**src/rtl/prog_sequencer_pkg.sv**
```systemverilog
// rtl/prog_sequencer_pkg.sv - shared types, limits and entry-table helper for prog_sequencer
package seq_pkg;

  typedef enum logic [2:0] {
    IDLE,
    ARMED,
    RUN,
    HALTED,
    EXHAUSTED
  } seq_state_t;

  localparam int MAX_PROGS = 4;
  localparam int MAX_PCW   = 32;

  // Slot idx of a table packed pcw bits per slot, slot 0 in the LSBs.
  function automatic logic [MAX_PCW-1:0] entry_addr(
    input logic [MAX_PROGS*MAX_PCW-1:0] tbl,
    input int                           pcw,
    input logic [2:0]                   idx
  );
    logic [MAX_PROGS*MAX_PCW-1:0] shifted;
    logic [MAX_PCW-1:0]           mask;
    shifted = tbl >> (int'(idx) * pcw);
    mask    = (pcw >= MAX_PCW) ? '1 : MAX_PCW'((33'd1 << pcw) - 33'd1);
    return MAX_PCW'(shifted) & mask;
  endfunction

endpackage

```
**src/rtl/prog_sequencer_if.sv**
```systemverilog
// rtl/prog_sequencer_if.sv - bench/sequencer control bundle with master and slave views
interface prog_sequencer_if #(
  parameter int PCW  = 16,
  parameter int CNTW = 24
) ();

  logic            START;
  logic            HALT_REQ;
  logic            PC_LOAD;
  logic [PCW-1:0]  PC_LOAD_ADDR;
  logic            PC_HOLD;
  logic            DONE;
  logic            TIMEOUT_FLAG;
  logic [1:0]      RUN_IDX;
  logic [CNTW-1:0] CYCLE_CNT;

  modport master (
    output START,
    output HALT_REQ,
    input  PC_LOAD,
    input  PC_LOAD_ADDR,
    input  PC_HOLD,
    input  DONE,
    input  TIMEOUT_FLAG,
    input  RUN_IDX,
    input  CYCLE_CNT
  );

  modport slave (
    input  START,
    input  HALT_REQ,
    output PC_LOAD,
    output PC_LOAD_ADDR,
    output PC_HOLD,
    output DONE,
    output TIMEOUT_FLAG,
    output RUN_IDX,
    output CYCLE_CNT
  );

endinterface

```
**src/rtl/prog_sequencer_edge_det.sv**
```systemverilog
// rtl/prog_sequencer_edge_det.sv - one-cycle delay of a level and its falling-edge pulse
module edge_det (
  input  logic clk,
  input  logic rst_n,
  input  logic din,
  output logic fall
);

  logic din_d;

  always_ff @(posedge clk) begin
    if (!rst_n) begin
      din_d <= 1'b0;
    end else begin
      din_d <= din;
    end
  end

  assign fall = din_d & ~din;

endmodule

```
**src/rtl/prog_sequencer.sv**
```systemverilog
// rtl/prog_sequencer.sv - run controller arming, running and halting resident programs on the PC
module prog_sequencer
  import seq_pkg::*;
#(
  parameter int                         PCW         = 16,
  parameter int                         NUM_PROGS   = 3,
  // slice i holds the entry address of program i, slice 0 at the LSBs
  parameter logic [MAX_PROGS*PCW-1:0]   ENTRY_ADDRS = {16'd140, 16'd80, 16'd29, 16'd0},
  parameter int                         CNTW        = 24,
  parameter logic [CNTW-1:0]            TIMEOUT     = 24'hFFFFFF
) (
  input  logic             CLK,
  input  logic             RST_N,
  prog_sequencer_if.slave  bus
);

  localparam logic [MAX_PROGS*MAX_PCW-1:0] ENTRY_TBL = (MAX_PROGS*MAX_PCW)'(ENTRY_ADDRS);

  seq_state_t      state_q;
  seq_state_t      state_d;
  logic [2:0]      next_idx_q;
  logic [1:0]      run_idx_q;
  logic [CNTW-1:0] cnt_q;
  logic            done_q;
  logic            tflag_q;

  logic            start_fall;
  logic            all_used;
  logic            at_limit;
  logic            arm_entry;
  logic            run_to_halt;
  logic            pc_load;
  logic            pc_hold;

  edge_det u_start_edge (
    .clk   (CLK),
    .rst_n (RST_N),
    .din   (bus.START),
    .fall  (start_fall)
  );

  assign all_used    = (next_idx_q == 3'(NUM_PROGS));
  assign at_limit    = (cnt_q == TIMEOUT - CNTW'(1));
  assign arm_entry   = (state_d == ARMED) && (state_q != ARMED);
  assign run_to_halt = (state_q == RUN) && (state_d == HALTED);

  always_ff @(posedge CLK) begin
    if (!RST_N) begin
      state_q <= IDLE;
    end else begin
      state_q <= state_d;
    end
  end

  // START in RUN aborts the current program and takes priority over HALT_REQ.
  always_comb begin
    state_d = state_q;
    case (state_q)
      IDLE, HALTED: begin
        if (bus.START) state_d = all_used ? EXHAUSTED : ARMED;
      end
      ARMED: begin
        if (start_fall) state_d = RUN;
      end
      RUN: begin
        if (bus.START)                      state_d = all_used ? EXHAUSTED : ARMED;
        else if (bus.HALT_REQ || at_limit)  state_d = HALTED;
      end
      EXHAUSTED: state_d = EXHAUSTED;
      default:   state_d = IDLE;
    endcase
  end

  always_comb begin
    pc_load = 1'b0;
    pc_hold = 1'b1;
    case (state_q)
      ARMED: begin
        pc_load = 1'b1;
        pc_hold = 1'b0;
      end
      RUN:     pc_hold = 1'b0;
      default: ;
    endcase
  end

  always_ff @(posedge CLK) begin
    if (!RST_N) begin
      next_idx_q <= 3'd0;
      run_idx_q  <= 2'd0;
      cnt_q      <= '0;
      done_q     <= 1'b0;
      tflag_q    <= 1'b0;
    end else begin
      if (arm_entry) begin
        run_idx_q <= next_idx_q[1:0];
        cnt_q     <= '0;
        done_q    <= 1'b0;
        tflag_q   <= 1'b0;
      end
      if ((state_q == ARMED) && (state_d == RUN)) begin
        next_idx_q <= next_idx_q + 3'd1;
      end
      // The cycle that ends the run (halt or watchdog) is still counted.
      if ((state_q == RUN) && ((state_d == RUN) || (state_d == HALTED)) && (cnt_q != '1)) begin
        cnt_q <= cnt_q + CNTW'(1);
      end
      if (run_to_halt) begin
        tflag_q <= ~bus.HALT_REQ;
      end
      if (((state_d == HALTED) || (state_d == EXHAUSTED)) && (state_q != state_d)) begin
        done_q <= 1'b1;
      end
    end
  end

  assign bus.PC_LOAD      = pc_load;
  assign bus.PC_HOLD      = pc_hold;
  assign bus.PC_LOAD_ADDR = pc_load ? PCW'(entry_addr(ENTRY_TBL, PCW, next_idx_q)) : '0;
  assign bus.DONE         = done_q;
  assign bus.TIMEOUT_FLAG = tflag_q;
  assign bus.RUN_IDX      = run_idx_q;
  assign bus.CYCLE_CNT    = cnt_q;

endmodule

```
**src/flat_wrapper.sv**
```systemverilog
// flat-port wrapper written by rule: the top's interface ports become plain ports
module prog_sequencer_flat import seq_pkg::*;
#(
  parameter int                         PCW         = 16,
  parameter int                         NUM_PROGS   = 3,
                                                                      
  parameter logic [MAX_PROGS*PCW-1:0]   ENTRY_ADDRS = {16'd140, 16'd80, 16'd29, 16'd0},
  parameter int                         CNTW        = 24,
  parameter logic [CNTW-1:0]            TIMEOUT     = 24'hFFFFFF
)
  (CLK, RST_N, bus_START, bus_HALT_REQ, bus_PC_LOAD, bus_PC_LOAD_ADDR, bus_PC_HOLD, bus_DONE, bus_TIMEOUT_FLAG, bus_RUN_IDX, bus_CYCLE_CNT);
  prog_sequencer_if #(.PCW(PCW), .CNTW(CNTW)) bus_i ();
  input  logic CLK;
  input  logic RST_N;
  input wire logic [$bits(bus_i.START)-1:0] bus_START;
  input wire logic [$bits(bus_i.HALT_REQ)-1:0] bus_HALT_REQ;
  output wire logic [$bits(bus_i.PC_LOAD)-1:0] bus_PC_LOAD;
  output wire logic [$bits(bus_i.PC_LOAD_ADDR)-1:0] bus_PC_LOAD_ADDR;
  output wire logic [$bits(bus_i.PC_HOLD)-1:0] bus_PC_HOLD;
  output wire logic [$bits(bus_i.DONE)-1:0] bus_DONE;
  output wire logic [$bits(bus_i.TIMEOUT_FLAG)-1:0] bus_TIMEOUT_FLAG;
  output wire logic [$bits(bus_i.RUN_IDX)-1:0] bus_RUN_IDX;
  output wire logic [$bits(bus_i.CYCLE_CNT)-1:0] bus_CYCLE_CNT;
  assign bus_i.START = bus_START;
  assign bus_i.HALT_REQ = bus_HALT_REQ;
  assign bus_PC_LOAD = bus_i.PC_LOAD;
  assign bus_PC_LOAD_ADDR = bus_i.PC_LOAD_ADDR;
  assign bus_PC_HOLD = bus_i.PC_HOLD;
  assign bus_DONE = bus_i.DONE;
  assign bus_TIMEOUT_FLAG = bus_i.TIMEOUT_FLAG;
  assign bus_RUN_IDX = bus_i.RUN_IDX;
  assign bus_CYCLE_CNT = bus_i.CYCLE_CNT;
  prog_sequencer #(.PCW(PCW), .NUM_PROGS(NUM_PROGS), .ENTRY_ADDRS(ENTRY_ADDRS), .CNTW(CNTW), .TIMEOUT(TIMEOUT)) u_core (.CLK(CLK), .RST_N(RST_N), .bus(bus_i));
endmodule
```
**config.mk**
```make
export PLATFORM = sky130hd
export DESIGN_NAME = prog_sequencer_flat
export DESIGN_NICKNAME = d
export VERILOG_FILES = /design/src/rtl/prog_sequencer_pkg.sv /design/src/rtl/prog_sequencer_if.sv /design/src/rtl/prog_sequencer_edge_det.sv /design/src/rtl/prog_sequencer.sv /design/src/flat_wrapper.sv
export SDC_FILE = /design/constraint.sdc
export NUM_CORES = 1
export LEC_CHECK = 0
export ABC_AREA = 1
export BUFFER_PORTS_ARGS = -buffer_cell sky130_fd_sc_hd__buf_2
export CORE_MARGIN = 3
export CORE_UTILIZATION = 53
export CTS_CLUSTER_DIAMETER = 100
export DETAILED_ROUTE_END_ITERATION = 8
export GPL_ROUTABILITY_DRIVEN = 0
export PLACE_DENSITY = 0.77
export SYNTH_ARGS = -nofsm -noshare
export SYNTH_HDL_FRONTEND = slang
export SYNTH_SLANG_ARGS = --single-unit
```
**constraint.sdc**
```tcl
create_clock -name CLK -period 2 [get_ports CLK]
set_clock_uncertainty 0.05 [all_clocks]
set_input_delay 0.4 -clock CLK [delete_from_list [all_inputs] [get_ports CLK]]
set_output_delay 0.4 -clock CLK [all_outputs]
set_load 0.01 [all_outputs]
```
# Word-level counts from Yosys, hierarchy flattened
# Cells that the tools add are included.
# op_classes
addsub	2
n_eq_ne	13
shifts	1
muxes	14
bitwise_logic	3
n_reduce_logical	15
# ops
operator	n
56-bit by 7-bit >> shifter with 16-bit output, first input constant	1
24-bit two-way mux	2
24-bit by 1-bit adder with 24-bit output, second input constant	1
24-bit equality test, second input constant	1
24-bit != test, second input constant	1
16-bit two-way mux	1
3-bit by 2-bit equality test with 1-bit output, second input constant	5
3-bit two-way mux	5
3-bit case mux with 4 select lines	1
3-bit by 1-bit equality test with 1-bit output, second input constant	2
3-bit equality test, second input constant	2
1-bit logical AND	6
2-bit nonzero test	3
1-bit two-way mux	5
2-bit OR reduction	2
3-bit by 1-bit adder with 3-bit output, second input constant	1
3-bit logical NOT	1
1-bit logical OR	3
3-bit by 1-bit != test with 1-bit output, second input constant	1
3-bit != test	1
1-bit NOT	2
1-bit bitwise AND	1
# totals
ff_bits	35
out_inout_bits	46
elab_cells	55

# Longest topological paths before layout
# Gate-level depths: netlist of the first run.
# logic_depth
depth_word	10
mapped_depth	15
mapped_depth_nobuf	15

# Modules after synthesis
# Synthesis of the first run repeated with hierarchy kept, for this count alone.
# hier_totals
cells_unflattened	311
area_unflattened_um2	2267.2
# by_module_without_submodules
module	instances	cells_each	area_each_um2	seq_area_each_um2
prog_sequencer	1	306	2232.1	680.7
edge_det	1	5	35.0	20.0

# Worst setup path before layout of the first run
# No wires, ideal clock.
# synth_timing
path_kind	register to register
startpoint	register u_core.next_idx_q[0]
endpoint	register u_core.cnt_q[18], in the netlist u_core.bus.CYCLE_CNT[18]
arrival_time_ns	1.611
path_slack_ns	0.219
stages_incl_launch_ff	12
cell_sequence	dfxtp_1 -> ha_1 -> ha_1 -> nand2_1 -> nand2_1 -> nand2_1 -> nor2_1 -> nor3_2 -> nand2_4 -> buf_6 -> nand2_1 -> a21oi_1
# synth_between
elab_chain_len	9
elab_cells_between_ends	14
# synth_lines
element	line_no	text
start: declaration	prog_sequencer.sv:21	logic [2:0] next_idx_q;
start signal: assignment	prog_sequencer.sv:102	next_idx_q <= next_idx_q + 3'd1;
3-bit by 2-bit equality test with 1-bit output *	prog_sequencer.sv:42	assign all_used = (next_idx_q == 3'(NUM_PROGS));
3-bit two-way mux *	prog_sequencer.sv:60, prog_sequencer.sv:66	
3-bit two-way mux, on equally long branches	prog_sequencer.sv:66, prog_sequencer.sv:60	
3-bit case mux with 4 select lines *	prog_sequencer.sv:58	case (state_q)
3-bit by 2-bit equality test with 1-bit output	prog_sequencer.sv:105	if ((state_q == RUN) && ((state_d == RUN) || (state_d == HALTED)) && (cnt_q != '1)) begin
1-bit logical OR	prog_sequencer.sv:105	
1-bit logical AND (2 in series)	prog_sequencer.sv:105	
24-bit two-way mux / 2-bit nonzero test (equally long branches)	--	
end signal: assignment	prog_sequencer.sv:106	cnt_q <= cnt_q + CNTW'(1);
end: declaration	prog_sequencer.sv:23	logic [CNTW-1:0] cnt_q;
# Mark *: on every way between the ends. The rest lies on a longest branch, timed or not.
# A chain may end at the register's enable or synchronous reset.

# Worst setup path in the final report of the first run
# layout_timing
startpoint	register u_core.next_idx_q[0]
endpoint	register u_core.cnt_q[11], in the netlist u_core.bus.CYCLE_CNT[11]
# Same word-level chain as after synthesis.

==> results of run 1 <==
[where the power goes]
| group | switching (W) | total, W | leakage (nW) | internal (W) |
|---|---|---|---|---|
| Sequential | 0.00000557 | 0.000709 | 0.283 | 0.000704 |
| Clock | 0.000259 | 0.000662 | 0.0612 | 0.000403 |
| Combinational | 0.000122 | 0.000185 | 0.695 | 0.0000627 |
[worst paths after layout]
path	to	slack, ps	depth (start not counted)
min	u_core.u_start_edge.din_d	330	3
max reg2reg	u_core.bus.CYCLE_CNT[11]	120	11
min reg2reg	u_core.bus.TIMEOUT_FLAG	420	2
max	u_core.bus.CYCLE_CNT[11]	120	11
[state kept, by name (all words and copies together) (netlist names)]
signal                     count
u_core.u_start_edge.din_d      1
u_core.next_idx_q              3
u_core.bus.RUN_IDX             2
u_core.bus.CYCLE_CNT          24
u_core.bus.DONE                1
u_core.bus.TIMEOUT_FLAG        1
u_core.state_q                 3
[synthesized netlist by cell type, types with 4 or more instances]
library cell,instances
a21oi_1,25
nor2_1,34
buf_4,12
nor2_2,5
dfxtp_1,35
nand2_1,70
o21ai_0,12
nand2_2,7
nand4_1,6
ha_1,6
nand3_1,18
nor3_1,6
inv_1,29
inv_2,4
[critical path: stages (launching register included)]
cell and delay (ps):
dfxtp_2 350, ha_2 190, ha_2 190, nand2_2 80, nand2_1 50, nand2_1 80
nor2_1 70, nor3_2 300, nand2_4 130, buf_4 170, nand3_1 60, a21oi_1 60
[stage by stage]
step	cell area, um^2	TNS, ps	util, %	hold slack [ps]
after detailed placement	2292	-25.79	65.59	412.4
after CTS	2432	0	69.60	318.2
after global placement	2292	0	65.59	409.8
final	2454	0	70.21	325.3
after floorplan	2061	0	-	432.9
after global routing	2454	-25.19	70.21	361.6
[routing by layer]
layer / share of wire [%] / global-route usage (%) / up-vias
met5: 0 / 0 / -
met4: 1.1 / 6.203 / 0
met3: 7.7 / 4.433 / 6
met2: 46 / 34.39 / 73
met1: 46 / 29.53 / 914
li1: - / - / 1035
[cell families (layout without fill, tap and decap cells)]
kind of cell / count (synthesis) / in the layout / synth area share (%)
other: 1 / 10 / 0.1850
buffers and inverters: 51 / 97 / 12.16
adders and majority gates: 6 / 6 / 3.704
xor gates and xnor gates: 4 / 4 / 1.729
and+or+nand+nor: 158 / 158 / 36.30
DFF: 35 / 35 / 34.57
AOI/OAI and AO/OA: 43 / 43 / 11.36
[area by class of cell]
| cell class | instances | area, um^2 | area share, % |
|---|---|---|---|
| Clock buffer | 6 | 82.58 | 3.366 |
| Clock inverter | 2 | 35.03 | 1.428 |
| Inverter | 34 | 127.6 | 5.201 |
| Multi-Input combinational cell | 221 | 1126 | 45.90 |
| Sequential cell | 35 | 701.9 | 28.61 |
| Tap cell | 46 | 57.56 | 2.346 |
| Timing Repair Buffer | 55 | 322.8 | 13.16 |
[what timing repair did]
action | in CTS | in global routing
buffers inserted | 3 | 0
hold buffers | 0 | 0
setup endpoints to repair | 10 | 18
gates resized for setup | 0 | 7
pin swaps | 2 | 2
hold endpoints to repair | 0 | 0
==> results.md, run 1 <==
- Status: finished, final reports clean
- Largest net degree at the start of global routing: 22
- Total number of vias: 2028
- HP Class: input pin to register
- Synthesized instance count: between 200 and 300
- Seq/Total Area, Yosys: 34.57%
- Slack of the critical path: 115.4 ps
- CP max FO: 5
- Power per cell area: 634.4 nW/um^2
- CTS sink count: 35
- Fmax: roughly 0.53 GHz
- Slew Limit Fails: 0
- CTS tree: done
- Commonest non-fill, non-tap cells in the layout: nand2_1, buf_2, nor2_1, dfxtp_1, inv_1
- Port buffer count: 39
- Fin. Hold Viols: 0
- # DRC: 0
- DP HPWL: 3456 um
- Post-synth EDFFs: 0
- Post-DR wirelength/cell: 12.09 um
- Mapped Avg Cell Area: ~6.8 um^2
- Commonest non-fill, non-tap cell in the layout: nand2_1
- RSZ-0062 raised after global routing: true
- DR vias/cell: 5.083
- DRT Pass-1 Iters: 4
- Filler cell count: 319
- CTS Buffer Depth: 2
- Total power: 0.001557 W
- Fraction of registers with async set/reset: 0%
- Crit Path Class: register to register
- CP arrival: slightly above 2000 ps
- First-pass GRT wire length: ~7600 um
- CTS Buf Count: 5
- Core area: 3495 um^2
- Pleak: 1.039 nW
- Overall global routing resource usage: 21.57%
- Die area: 4602 um^2
- Die H: 67.84 um
- Clock transition at path regs: 70 ps
- Startpoint Class: register
- Tcrit/Tclk final: 94.23%
- Pre-CTS setup slack: -25.79 ps
- Dpl cells: 388
- Max-cap violation count: 0
- Total Routed Length: 4825 um
- Primary FF master, synth: dfxtp_1
- Vias in the first global route: ~1700
- R2r startpoint: u_core.next_idx_q[0]
- CP Capture Type: register
- Final std cells w/o fill: between 300 and 400
- Period minus WS final: 1885 ps
- Nets: between 300 and 400
- Distinct cell type count after synthesis: 33
- Yosys reg bits: 35
- Synth top area share: between 30% and 40%
- Setup violators final: 0
- DIE WIDTH: between 60 and 70 um
- Worst EP required: approximately 2100 ps
- Skew-Pair Late Insertion Delay: 290 ps
- H-tree depth: 2
- Maximum VDD drop: 0.5963 mV
- Dominant cell type by area after synthesis: dfxtp_1
- Critical path origin: u_core.next_idx_q[0]
- Layout area overhead: 21.05%
- Antenna violations before repair: 0
- CTS root buf: clkbuf_8
- Synth warnings: 0
- Antenna Cells: 0
- Layout cells sized above 1: about a quarter
- GR Overflow Total: 0
- Antenna viol nets, final: 0
- Initial Utilization: 58.00%
- Io pins: 50
- Leading post-synthesis cells by cell area: dfxtp_1, nand2_1, nor2_1
- Hold path startpoint: bus_START
- Site Rows: 21
- DR iter-0 viols: 184
- Synth Cell Area: 2027 um^2
Power figures use the tool's default switching activity.
==> run 2, diff against run 1 <==
--- a/config.mk
+++ b/config.mk
@@ -7,7 +7,7 @@
 export LEC_CHECK = 0
 export ABC_AREA = 1
 export BUFFER_PORTS_ARGS = -buffer_cell sky130_fd_sc_hd__buf_2
-export CORE_MARGIN = 3
+export CORE_MARGIN = 5
 export CORE_UTILIZATION = 53
 export CTS_CLUSTER_DIAMETER = 100
 export DETAILED_ROUTE_END_ITERATION = 8
==> run 2 against run 1 <==
Compared with the run above:
- critical endpoint is now u_core.bus.RUN_IDX[1]
- largest power group unchanged
- register-to-register slack hardly changed
- global-route usage is 2.9 points lower
- first-iteration DRC count is 33% lower
- clock-buffer cell count is 1 higher
- via count is 2.4% lower
- clock power is 25% lower
- fmax hardly changed
- sequential cell count stayed put
==> results.md, run 2 (synthesis results as in run 1) <==
- Maximum VDD drop: around 0.47 mV
- Largest net degree at the start of global routing: 22
- Antenna Cells: 0
- Worst reg-to-reg setup slack: 120 ps
- CTS Buf Count: 5
- Status: finished, final reports clean
- Slew Limit Fails: 0
- Tcrit/Tclk final: 94.19%
- Skew-Pair Late Insertion Delay: 290 ps
- RSZ-0062 raised after global routing: false
- CTS tree: done
- CP Capture Type: register
- Dpl cells: 390
- Max reg flops: 24
- CTS Buffer Depth: 2
- Nets: 360
- Antenna viol nets, final: 0
- First-pass GRT wire length: 7700 um
- Reg2reg path depth: 11
- Port buffer count: 39
- Sw power: around 0.00038 W
- Critical path origin: u_core.next_idx_q[0]
- Pleak: roughly 1.0 nW
- CTS root buf: clkbuf_8
- Worst EP required: around 2200 ps
- Setup violators final: 0
- Total Routed Length: 4725 um
- GR Overflow Total: 0
- DP HPWL: 3548 um
- HP Class: input pin to register
- Max-cap violation count: 0
- Layout area overhead: 19.20%
- Net Sw Frac: 27.46%
- Crit path to: u_core.bus.RUN_IDX[1]
- Reg2reg end: u_core.bus.RUN_IDX[1]
- Fmax: 0.5308 GHz
- Hold Buf Count CTS: 0
- CP arrival: 2060 ps
- R2r startpoint: u_core.next_idx_q[0]
- Power per cell area: 571.6 nW/um^2
- Post-DR wirelength/cell: ~12 um
- Setup TNS: 0 ps
- Commonest non-fill, non-tap cell in the layout: nand2_1
- Antenna violations before repair: 0
- Fin. Hold Viols: 0
- Site Rows: 22
- Die area: around 5200 um^2
- Startpoint Class: register
- Core area: 3689 um^2
- Period minus WS final: 1884 ps
- Total number of vias: roughly 2000
- CTS sink count: 35
- Layout cells sized above 1: 24.50%
- DIE WIDTH: 71.84 um
- H-tree depth: 2
- Final std cells w/o fill: 399
- Comb power frac: 12.7%
- Die H: just over 70 um
- Crit Path Class: register to register
- Overall global routing resource usage: 18.70%
- Sequential share of power: 51.3%
- DR vias/cell: 4.962
- Clk pwr share: 36.0%
- Vias in the first global route: 1773
- Initial Utilization: 54.95%
- DR iter-0 viols: 124
- Pint: between 0.001 and 0.0015 W
- Commonest non-fill, non-tap cells in the layout: nand2_1, buf_2, dfxtp_1
- Io pins: 50
- # DRC: 0
- DRT Pass-1 Iters: 4
- Clock transition at path regs: 70 ps
- CP max FO: 4
## run 2: worst min path at each step
stage	from	end	cells after the start
floorplan	u_core.bus.RUN_IDX[0]	u_core.bus.RUN_IDX[0]	2
global placement	u_core.bus.RUN_IDX[0]	u_core.bus.RUN_IDX[0]	2
detailed placement	u_core.bus.RUN_IDX[0]	u_core.bus.RUN_IDX[0]	2
CTS	bus_START	u_core.u_start_edge.din_d	3
global route	bus_START	u_core.u_start_edge.din_d	3
finish	bus_START	u_core.u_start_edge.din_d	3
## run 2: layout make-up
cell class              instances  area (um^2)
repair buffers                 53        300.3
clock inverters                 1        5.005
multi-input cells             221         1145
fillers                       346         1272
well taps                      48        60.06
clock buffers                   7        76.32
inverters                      34        127.6
flip-flops and latches         35        701.9
## run 2: repair_timing
item                       in CTS  in global routing
resized for setup               0                  6
buffers inserted                0                  1
setup endpoints to repair       0                 16
## run 2: stage by stage
step / hold WS (ps) / power, W / setup slack, ps / cell area [um^2] / utilization [%]
3_3_place_gp: 406.1 / 0.0008753 / 117.5 / 2295 / 62.21
2_1_floorplan: 432.9 / 0.0008592 / 219.3 / 2061 / -
3_5_place_dp: 402.5 / 0.0008792 / 49.66 / 2295 / 62.21
5_1_grt: 332.7 / 0.001442 / 14.18 / 2416 / 65.50
4_1_cts: 309.7 / 0.001366 / 29.70 / 2376 / 64.42
6_report: 305.7 / 0.001381 / 116.2 / 2416 / 65.50
## run 2: critical path, cell delays in order (launching register included)
cell,delay (ps)
dfxtp_1,340
ha_1,200
ha_1,200
nand2_1,100
nand2_1,50
nand2_1,80
nor2_1,70
nor3_4,230
buf_4,160
buf_4,90
nand3_1,70
a21oi_1,150
## run 2: power by group through the flow
stage | Sequential (W) | Combinational (W) | Clock, W
2_1_floorplan | 0.000724 | 0.000135 | 0
3_3_place_gp | 0.000724 | 0.000151 | 0
3_5_place_dp | 0.000724 | 0.000155 | 0
4_1_cts | 0.000708 | 0.000155 | 0.000503
5_1_grt | 0.000708 | 0.000194 | 0.000539
6_report | 0.000709 | 0.000175 | 0.000497
## run 2: per-layer routing
metal,wire length [um],track usage (%),up-vias
li1,-,-,1035
met5,0,0,-
met3,267,5.750,10
met2,2263,30.51,54
met1,2116,23.38,881
met4,78,6.263,0
